<file path="src/rtl/nrz_to_pam4.sv">
// Serial NRZ to PAM4 transmit converter: pairs consecutive qualified bits into
// 2-bit level codes, with optional Gray mapping, realignment and a symbol counter.
module nrz_to_pam4 #(
    parameter bit          GRAY      = 1'b1,
    parameter bit          MSB_FIRST = 1'b1,
    parameter int unsigned CNT_W     = 8
) (
    input  logic             clk,
    input  logic             reset,
    input  logic             nrz_in,
    input  logic             nrz_valid,
    input  logic             align,
    output logic [1:0]       pam4_out,
    output logic             pam4_valid,
    output logic             pair_err,
    output logic [CNT_W-1:0] sym_count
);

    localparam int unsigned SYM_W = 2;

    typedef enum logic {
        S_FIRST  = 1'b0,
        S_SECOND = 1'b1
    } state_t;

    state_t             state_q, state_d;
    logic               held_q, held_d;
    logic [SYM_W-1:0]   pam4_q, pam4_d;
    logic               valid_q, valid_d;
    logic               err_q, err_d;
    logic [CNT_W-1:0]   cnt_q, cnt_d;

    logic [SYM_W-1:0]   pair_c;
    logic [SYM_W-1:0]   level_c;

    // Pair ordering and level mapping for the bit completing the current pair
    always_comb begin
        pair_c  = MSB_FIRST ? {held_q, nrz_in} : {nrz_in, held_q};
        level_c = GRAY ? {pair_c[1], pair_c[1] ^ pair_c[0]} : pair_c;
    end

    always_ff @(posedge clk or posedge reset) begin
        if (reset) begin
            state_q <= S_FIRST;
            held_q  <= 1'b0;
            pam4_q  <= '0;
            valid_q <= 1'b0;
            err_q   <= 1'b0;
            cnt_q   <= '0;
        end else begin
            state_q <= state_d;
            held_q  <= held_d;
            pam4_q  <= pam4_d;
            valid_q <= valid_d;
            err_q   <= err_d;
            cnt_q   <= cnt_d;
        end
    end

    // Next state; align overrides pairing and restarts the pair on this cycle's bit
    always_comb begin
        state_d = state_q;
        held_d  = held_q;
        pam4_d  = pam4_q;
        valid_d = 1'b0;
        err_d   = 1'b0;
        cnt_d   = cnt_q;

        if (align) begin
            err_d  = (state_q == S_SECOND);
            held_d = 1'b0;
            if (nrz_valid) begin
                held_d  = nrz_in;
                state_d = S_SECOND;
            end else begin
                state_d = S_FIRST;
            end
        end else begin
            case (state_q)
                S_FIRST: begin
                    if (nrz_valid) begin
                        held_d  = nrz_in;
                        state_d = S_SECOND;
                    end
                end
                S_SECOND: begin
                    if (nrz_valid) begin
                        pam4_d  = level_c;
                        valid_d = 1'b1;
                        cnt_d   = cnt_q + CNT_W'(1);
                        held_d  = 1'b0;
                        state_d = S_FIRST;
                    end
                end
                default: state_d = S_FIRST;
            endcase
        end
    end

    assign pam4_out   = pam4_q;
    assign pam4_valid = valid_q;
    assign pair_err   = err_q;
    assign sym_count  = cnt_q;

endmodule

</file>
<file path="config.mk">
export PLATFORM = sky130hd
export DESIGN_NAME = nrz_to_pam4
export DESIGN_NICKNAME = d
export VERILOG_FILES = /design/src/rtl/nrz_to_pam4.sv
export SDC_FILE = /design/constraint.sdc
export NUM_CORES = 1
export LEC_CHECK = 0
export ABC_AREA = 0
export CORE_UTILIZATION = 44
export CTS_CLUSTER_DIAMETER = 80
export CTS_CLUSTER_SIZE = 40
export DETAILED_ROUTE_END_ITERATION = 12
export GPL_ROUTABILITY_DRIVEN = 1
export GPL_TIMING_DRIVEN = 0
export PLACE_DENSITY = 0.73
export SETUP_SLACK_MARGIN = 0.15
export SYNTH_ARGS = -nofsm -noshare
export SYNTH_HDL_FRONTEND = slang
export SYNTH_SLANG_ARGS = --single-unit
</file>
<file path="constraint.sdc">
create_clock -name clk -period 1.4 [get_ports clk]
set_clock_uncertainty 0.05 [all_clocks]
set_input_delay 0.28 -clock clk [delete_from_list [all_inputs] [get_ports clk]]
set_output_delay 0.28 -clock clk [all_outputs]
set_load 0.1 [all_outputs]
</file>
# After elaboration in Yosys (flattened, before gate mapping)
# Cells that the tools add are included.
[classes]
addsub = 1
eq_ne = 2
muxes = 12
n_bitwise = 3
n_reduce_logical = 2
[ops]
columns = ["op", "count"]
rows = [
  ["$mux W1", 10],
  ["$add A8 B1 Y8 const B", 1],
  ["$ne A3 B3 Y1 const B", 2],
  ["$pmux W1 S2", 2],
  ["$reduce_and A3 Y1", 1],
  ["$not A1 Y1", 2],
  ["$reduce_and A2 Y1", 1],
  ["$xor A1 B1 Y1", 1],
]
[totals]
regBits = 14
wordCells = 26

# Logic depth before layout (Yosys ltp)
# Gate-level depths: netlist of run 1.
[depth]
depth_word = 3
depth_mapped = 3

# Least setup slack after synthesis of run 1
# OpenSTA, ideal clock, no wires.
[synth_timing]
path_kind = "register to register"
from = "register cnt_q[2] (netlist: sym_count[2])"
to = "register cnt_q[5] (netlist: sym_count[5])"
arrival_time_ns = 1.543
required_ns = 1.188
path_slack_ns = -0.356
path_stages_with_launch = 4
path_buffers = 0
period_less_slack_ns = 1.756
cell_sequence = "dfrtp_1 -> nand3_1 -> nor3_2 -> xor2_1"
[synth_between]
elab_chain_cells = 1
[synth_lines]
columns = ["item", "line", "source"]
rows = [
  ["start, declared", "31", "logic [CNT_W-1:0] cnt_q, cnt_d;"],
  ["start signal, assigned", "56", "cnt_q <= cnt_d;"],
  ["$add A8 B1 Y8", "90", "cnt_d = cnt_q + CNT_W'(1);"],
]
# No other way between the ends.
# A chain may end at the register's enable or synchronous reset.

# Final worst setup path of run 1
[layout_timing]
from = "register cnt_q[0] (netlist: sym_count[0])"
to = "output sym_count[0]"
[layout_lines]
columns = ["item", "line", "source"]
rows = [
  ["end, declared", "16", "output logic [CNT_W-1:0] sym_count"],
]
# No word-level cell between the ends.

==> metrics.md, run 1 <==
| Metric | Value |
|---|---|
| Per-cell routed wire length | `13.39 um` |
| Initial Util | `0.4731` |
| CP Buf/Inv Count | `1` |
| CTS sink count | `14` |
| Post-synthesis mux area share | `0.01829` |
| Num ports | `17` |
| Final WS setup | `107.6 ps` |
| Met2 usage | `0.3648` |
| First-pass GRT wire length | `1890 um` |
| Largest cells by area after synthesis | `dfrtp_1, xnor2_1, nand2_1` |
| CP delay by family, top | `flip-flops` |
| RSZ-0062 raised after global routing | `yes` |
| Cell count after synthesis | `51` |
| Layout cell share with drive strength beyond 1 | `0.4615` |
| Max Slew Vio Count | `0` |
| Worst-Skew Late Latency | `280 ps` |
| Number of diodes | `0` |
| Combinational Power Share | `0.579` |
| Crit path required time | `1070 ps` |
| Grt ovf | `0` |
| Clock Tree Buf Depth | `2` |
| Number of enable flip-flop cells after synthesis | `0` |
| Antenna violations before repair | `0` |
| Leak | `0.4590 nW` |
| Number of fillers in the final layout | `93` |
| Max Cap Viol | `0` |
| Critical-path top delay cell | `dfrtp_4` |
| DR vias | `456` |
| Full die area | `1553 um2` |
| Setup Viol. Count Final | `0` |
| Post-Syn Area per Cell | `12.07 um2` |
| P_sw | `979.4 uW` |
| Die Wd | `39.41 um` |
| Critical Path AT | `960 ps` |
| Fmax | `0.7737 GHz` |
| R2r worst-path depth | `4` |
| Hold_buf cts | `0` |
| CORE AREA | `1301 um2` |
| Worst setup SP type | `flop` |
| Final GP Congestion | `0.6245` |
| Root Buffer | `clkbuf_4` |
| IO buf count | `16` |
| Largest net degree at the start of global routing | `15` |
| Yosys top cell by area | `dfrtp_1` |
| Register area | `376.6 um2` |
| DR iter-0 viols | `2` |
| Htree depth | `1` |
| VDD IR max | `964.1 uV` |
| CP endpoint kind | `primary output` |
| Synth Area in Compound Gates | `0.02439` |
| Post-synth top area share | `0.5691` |
| Kind of critical path | `flop to primary output` |
| Inst Count DP | `82` |
| Max incr delay on CP | `500 ps` |
| Sw frac | `0.4847` |
| Synth warnings | `0` |
| Pre-CTS WS | `-505.2 ps` |
| Yosys cell types | `19` |
| Final period utilization | `0.9232` |
| # rows | `13` |
| Met3 GRT Util | `0.03409` |
| Critical path depth | `1` |
| Non-filler cells, final | `93` |
| Slew @ Worst Pin | `525.3 ps` |
| Xor/xnor share of the synthesized area | `0.1138` |
| TritonRoute pass-1 iters | `2` |
| Slew HR | `0.6494` |
| Post-route cell area | `994.7 um2` |
| Cells along the critical path | `buf_8` |
| Adder-cell share of the synthesized area | `0.04065` |
| Drt total wl | `1245 um` |
| DRC | `0` |
| Pwr/cell area | `2031 nW/um2` |
| Critical Path Fanout Max | `2` |
| P_int | `1.041 mW` |
| Nets@finish | `86` |
| Met1 Use GR | `0.1929` |
| Syn Std Cell Area | `615.6 um2` |
| Ys async rst share | `1.000` |
| Post-DP HPWL | `790.2 um` |
| Vias in the first global route | `442` |
| Antenna Nets Post-Route | `0` |
| Fin. Hold Viols | `0` |
| Primary FF master, synth | `dfrtp_1` |
| Main combinational cell family by area after synthesis | `simple AND/OR/NAND/NOR gates` |
| GRT Util Overall | `0.1926` |
| Register area share after synthesis | `0.5691` |
| Worst Hold Class | `input port to asynchronous set/reset pin` |
| Global route hottest layer | `met2` |
| Final worst path period need | `1292 ps` |
| Sequential Power Share | `0.301` |
| Layout area overhead | `61.59%` |
| Die H | `39.41 um` |
| Most common cell in the netlist | `dfrtp_1` |
| CTS tree | `yes` |
| Reg clk slew, reported paths | `90 ps` |
| Synth Area in Simple Gates | `0.2276` |
| CTS Buf Count | `3` |
| Synth Register Bits | `14` |
| Status | `finished, final reports clean` |
| Vias per cell | `4.903` |
| Placed Area | `838.3 um2` |
| Multi-input gate area | `279.0 um2` |
| Syn Nets | `58` |
| Most frequent cells after synthesis | `dfrtp_1, nand2_1, xnor2_1` |
| Clock power share | `0.120` |
repair_timing:
item | CTS | global route
endpoints found under the setup margin | 17 | 10
buffers inserted | 6 | 1
hold endpoints to repair | 0 | 0
resized for setup | 96 | 5
worst paths after layout:
| check | startpoint | to | slack [ps] |
|---|---|---|---|
| setup / recovery | sym_count[0]$_DFFE_PP0P_ | sym_count[0] | 110 |
| hold / removal | reset | pair_err$_DFF_PP0_ | 290 |
| setup reg to reg | sym_count[0]$_DFFE_PP0P_ | sym_count[7]$_DFFE_PP0P_ | 210 |
| hold reg to reg | pam4_out[1]$_DFFE_PP0P_ | pam4_out[1]$_DFFE_PP0P_ | 460 |
| max in group asynchronous | reset | sym_count[5]$_DFFE_PP0P_ | 600 |
| min in group clk | align | pam4_valid$_DFF_PP0_ | 360 |
flip-flops by register name, indices dropped and copies added, names as in the netlist:
register / flops
held_q: 1
state_q: 1
pam4_out: 2
sym_count: 8
pair_err: 1
pam4_valid: 1
final cells by class:
cell class	count	area share
clock buffers	4	0.02642
well taps	15	0.01887
repair buffers	23	0.2918
flip-flops and latches	14	0.3786
multi-input cells	36	0.2805
inverters	1	0.003774
metrics by stage:
step	TNS, ps	power (mW)	hold slack, ps	utilization
3_3_place_gp	-6326	1.538	411.6	0.6442
6_report	0	2.021	289.3	0.7644
5_1_grt	0	2.108	356.2	0.7644
2_1_floorplan	0	1.338	119.4	-
3_5_place_dp	-6600	1.554	408.7	0.6442
4_1_cts	0	1.980	301.1	0.7433
power groups by stage:
stage | clock [mW] | sequential [mW] | combinational (mW)
global route | 0.263 | 0.619 | 1.23
finish | 0.243 | 0.608 | 1.17
global placement | 0 | 0.648 | 0.890
detailed placement | 0 | 0.651 | 0.902
floorplan | 0 | 1.20 | 0.140
CTS | 0.244 | 0.623 | 1.11
metal layers:
metal | up-vias | routed length [um]
met4 | 0 | 5
met5 | - | 0
met2 | 9 | 739
met1 | 219 | 469
met3 | 2 | 31
li1 | 226 | -
layout by cell type, fill, tap and decap left out:
cell type        n
clkbuf_4         3
nor2b_1          1
ha_4             1
nand4_1          3
buf_12           7
and3b_2          1
nand2b_1         1
nand3_2          1
xor2_1           3
inv_1            1
dfrtp_4          7
ha_1             1
clkdlybuf4s50_1  2
dlygate4sd2_1    2
o21ai_0          1
buf_8            1
a32o_1           1
xnor2_1          5
clkbuf_1         1
and3_1           1
buf_6            4
buf_4            7
and2_1           1
nor3_2           2
dfrtp_1          7
nand2_1          9
nand3b_4         1
mux2_2           1
nor2_1           2
logic make-up after synthesis:
kind of cell	Yosys count
AND/OR/NAND/NOR	23
flip-flops	14
XOR/XNOR	8
AO/OA/AOI/OAI	2
adder cells (fa/ha/maj)	2
buffers and inverters	1
multiplexers	1
Note: power is estimated with default switching activity, not from simulation.
==> run 2, diff against run 1 <==
Settings changed: CORE_UTILIZATION 44 to 47, DONT_BUFFER_PORTS set to 1, PLACE_DENSITY 0.73 to 0.61.
==> run 2 against run 1 <==
Compared with the run above:
- final area decreased by 24%
- maximum frequency fell by 2.5%
- register-to-register slack lost 140 ps
- sequential cell count unchanged
- cell count down 24%
- first-iteration DRC count rose by 50%
- sequential power grew 110%
- wire length down 8.9%
- via count is 12% lower
- non-clock buffer count fell by 21
- utilization shrank 11 points
- critical endpoint is now sym_count[3]$_DFFE_PP0P_
==> metrics.md, run 2 (synthesized netlist as in run 1, its figures left out) <==
| Metric | Value |
|---|---|
| Largest net degree at the start of global routing | `15` |
| Max FFs per register | `8` |
| Non-filler cells, final | `71` |
| DR iter-0 viols | `3` |
| IO buf count | `0` |
| Commonest non-fill, non-tap cell in the layout | `dfrtp_4` |
| Met2 wire len | `562 um` |
| Post-layout util | `0.6548` |
| Die H | `38.19 um` |
| DR vias | `403` |
| # rows | `12` |
| Max layer used | `met4` |
| CTS tree | `yes` |
| Max Slew Vio Count | `0` |
| WL met3 | `75 um` |
| Worst Hold Class | `input port to flop` |
| Antenna Nets Post-Route | `0` |
| Critical-path top delay cell | `dfrtp_4` |
| Fmax | `0.7544 GHz` |
| CTS Buf Count | `3` |
| TNS Setup | `0 ps` |
| Final period utilization | `0.9468` |
| Worst-Skew Late Latency | `280 ps` |
| Inst Count DP | `65` |
| Pwr/cell area | `2223 nW/um2` |
| Worst setup SP type | `flop` |
| Placed Area | `676.9 um2` |
| Critical Path AT | `1470 ps` |
| Max incr delay on CP | `670 ps` |
| Final worst path period need | `1325 ps` |
| Critical Path Fanout Max | `4` |
| Htree depth | `1` |
| Status | `finished, final reports clean` |
| RSZ-0062 raised after global routing | `yes` |
| Post-route cell area | `757.0 um2` |
| Most frequent cells in the layout | `dfrtp_4, nand2_1, xnor2_1` |
| VDD IR max | `1283 uV` |
| Setup Viol. Count Final | `0` |
| GRT Util Overall | `0.1970` |
| Fin. Hold Viols | `0` |
| Kind of critical path | `flop to flop` |
| Clock Tree Buf Depth | `2` |
| CTS sink count | `14` |
| Grt ovf | `0` |
| Antenna violations before repair | `0` |
| Drt total wl | `1134 um` |
| Initial Util | `0.5325` |
| Layout cell share with drive strength beyond 1 | `0.4386` |
| Die Wd | `38.19 um` |
| Full die area | `1458 um2` |
| Leak | `0.3149 nW` |
| Number of diodes | `0` |
| CP endpoint kind | `flop` |
| Layout area overhead | `22.97%` |
| Met1 WL | `481 um` |
| Final GP Congestion | `0.7293` |
| Crit path required time | `1540 ps` |
| CORE AREA | `1156 um2` |
| Vias per cell | `5.676` |
| Cells on Worst Hold Path | `1` |
| Root Buffer | `clkbuf_4` |
| Hold Slack | `9.120 ps` |
| Cells along the critical path | `nand3_4 > buf_4 > nor2_4 > xor2_1` |
| Nets@finish | `65` |
| R2r worst-path depth | `4` |
| Reg clk slew, reported paths | `90 ps` |
| TritonRoute pass-1 iters | `2` |
| Vias in the first global route | `447` |
| Slew HR | `0.6633` |
| Per-cell routed wire length | `15.97 um` |
| Slew @ Worst Pin | `504.5 ps` |
| DRC | `0` |
| Num ports | `17` |
| Max Cap Viol | `0` |
| First-pass GRT wire length | `1911 um` |
run 2: cell types whose count changed in the layout (fill, tap and decap cells not counted), moves of 2 or more:
| cell | before | now |
|---|---|---|
| buf_12 | 7 | 0 |
| buf_4 | 7 | 1 |
| buf_6 | 4 | 0 |
| clkdlybuf4s50_1 | 2 | 0 |
| dfrtp_1 | 7 | 2 |
| dfrtp_4 | 7 | 12 |
| dlygate4sd2_1 | 2 | 0 |
run 2: timing repair:
item / CTS / global route
setup buffers: 0 / 1
setup endpoints to repair: 17 / 14
endpoints found under the hold margin: 14 / 0
gates resized for setup: 10 / 4
hold buffers: 1 / 0
run 2: where the power goes:
group	switching, mW	internal, mW
clock network	0.129	0.111
registers	0.713	0.533
logic	0.0848	0.112
run 2: per-layer routing:
metal  GRT usage  vias to the layer above
li1            -                      186
met5           0                        -
met2      0.3390                       15
met3     0.05233                        2
met4      0.1071                        0
met1      0.2176                      200
run 2: layout make-up:
| class | count | area, um2 |
|---|---|---|
| clock buffers | 4 | 26.28 |
| flip-flops and latches | 14 | 395.4 |
| multi-input cells | 36 | 296.5 |
| repair buffers | 2 | 17.52 |
| well taps | 14 | 17.52 |
| fillers | 87 | 399.1 |
| inverters | 1 | 3.754 |
run 2: worst max-delay path: cells and delay by family (launching register included):
| kind | cells | cell delay (ps) |
|---|---|---|
| flops | 1 | 670 |
| buf+inv | 1 | 170 |
| xor+xnor | 1 | 150 |
| simple gates | 2 | 200 |
run 2: worst paths after layout:
check | start | to | slack [ps]
setup / recovery | sym_count[0]$_DFFE_PP0P_ | sym_count[3]$_DFFE_PP0P_ | 70
max in group asynchronous | reset | pam4_out[1]$_DFFE_PP0P_ | 500
min in group asynchronous | reset | sym_count[5]$_DFFE_PP0P_ | 400
setup reg to reg | sym_count[0]$_DFFE_PP0P_ | sym_count[3]$_DFFE_PP0P_ | 70
hold / removal | align | pam4_valid$_DFF_PP0_ | 9
hold reg to reg | held_q$_DFFE_PP0P_ | pam4_out[1]$_DFFE_PP0P_ | 490
run 2: stage by stage:
stage	power, mW	setup WS (ps)
2_1_floorplan	1.338	150.0
3_3_place_gp	1.373	100.4
3_5_place_dp	1.399	69.25
4_1_cts	1.656	77.51
5_1_grt	1.755	18.45
6_report	1.683	74.50
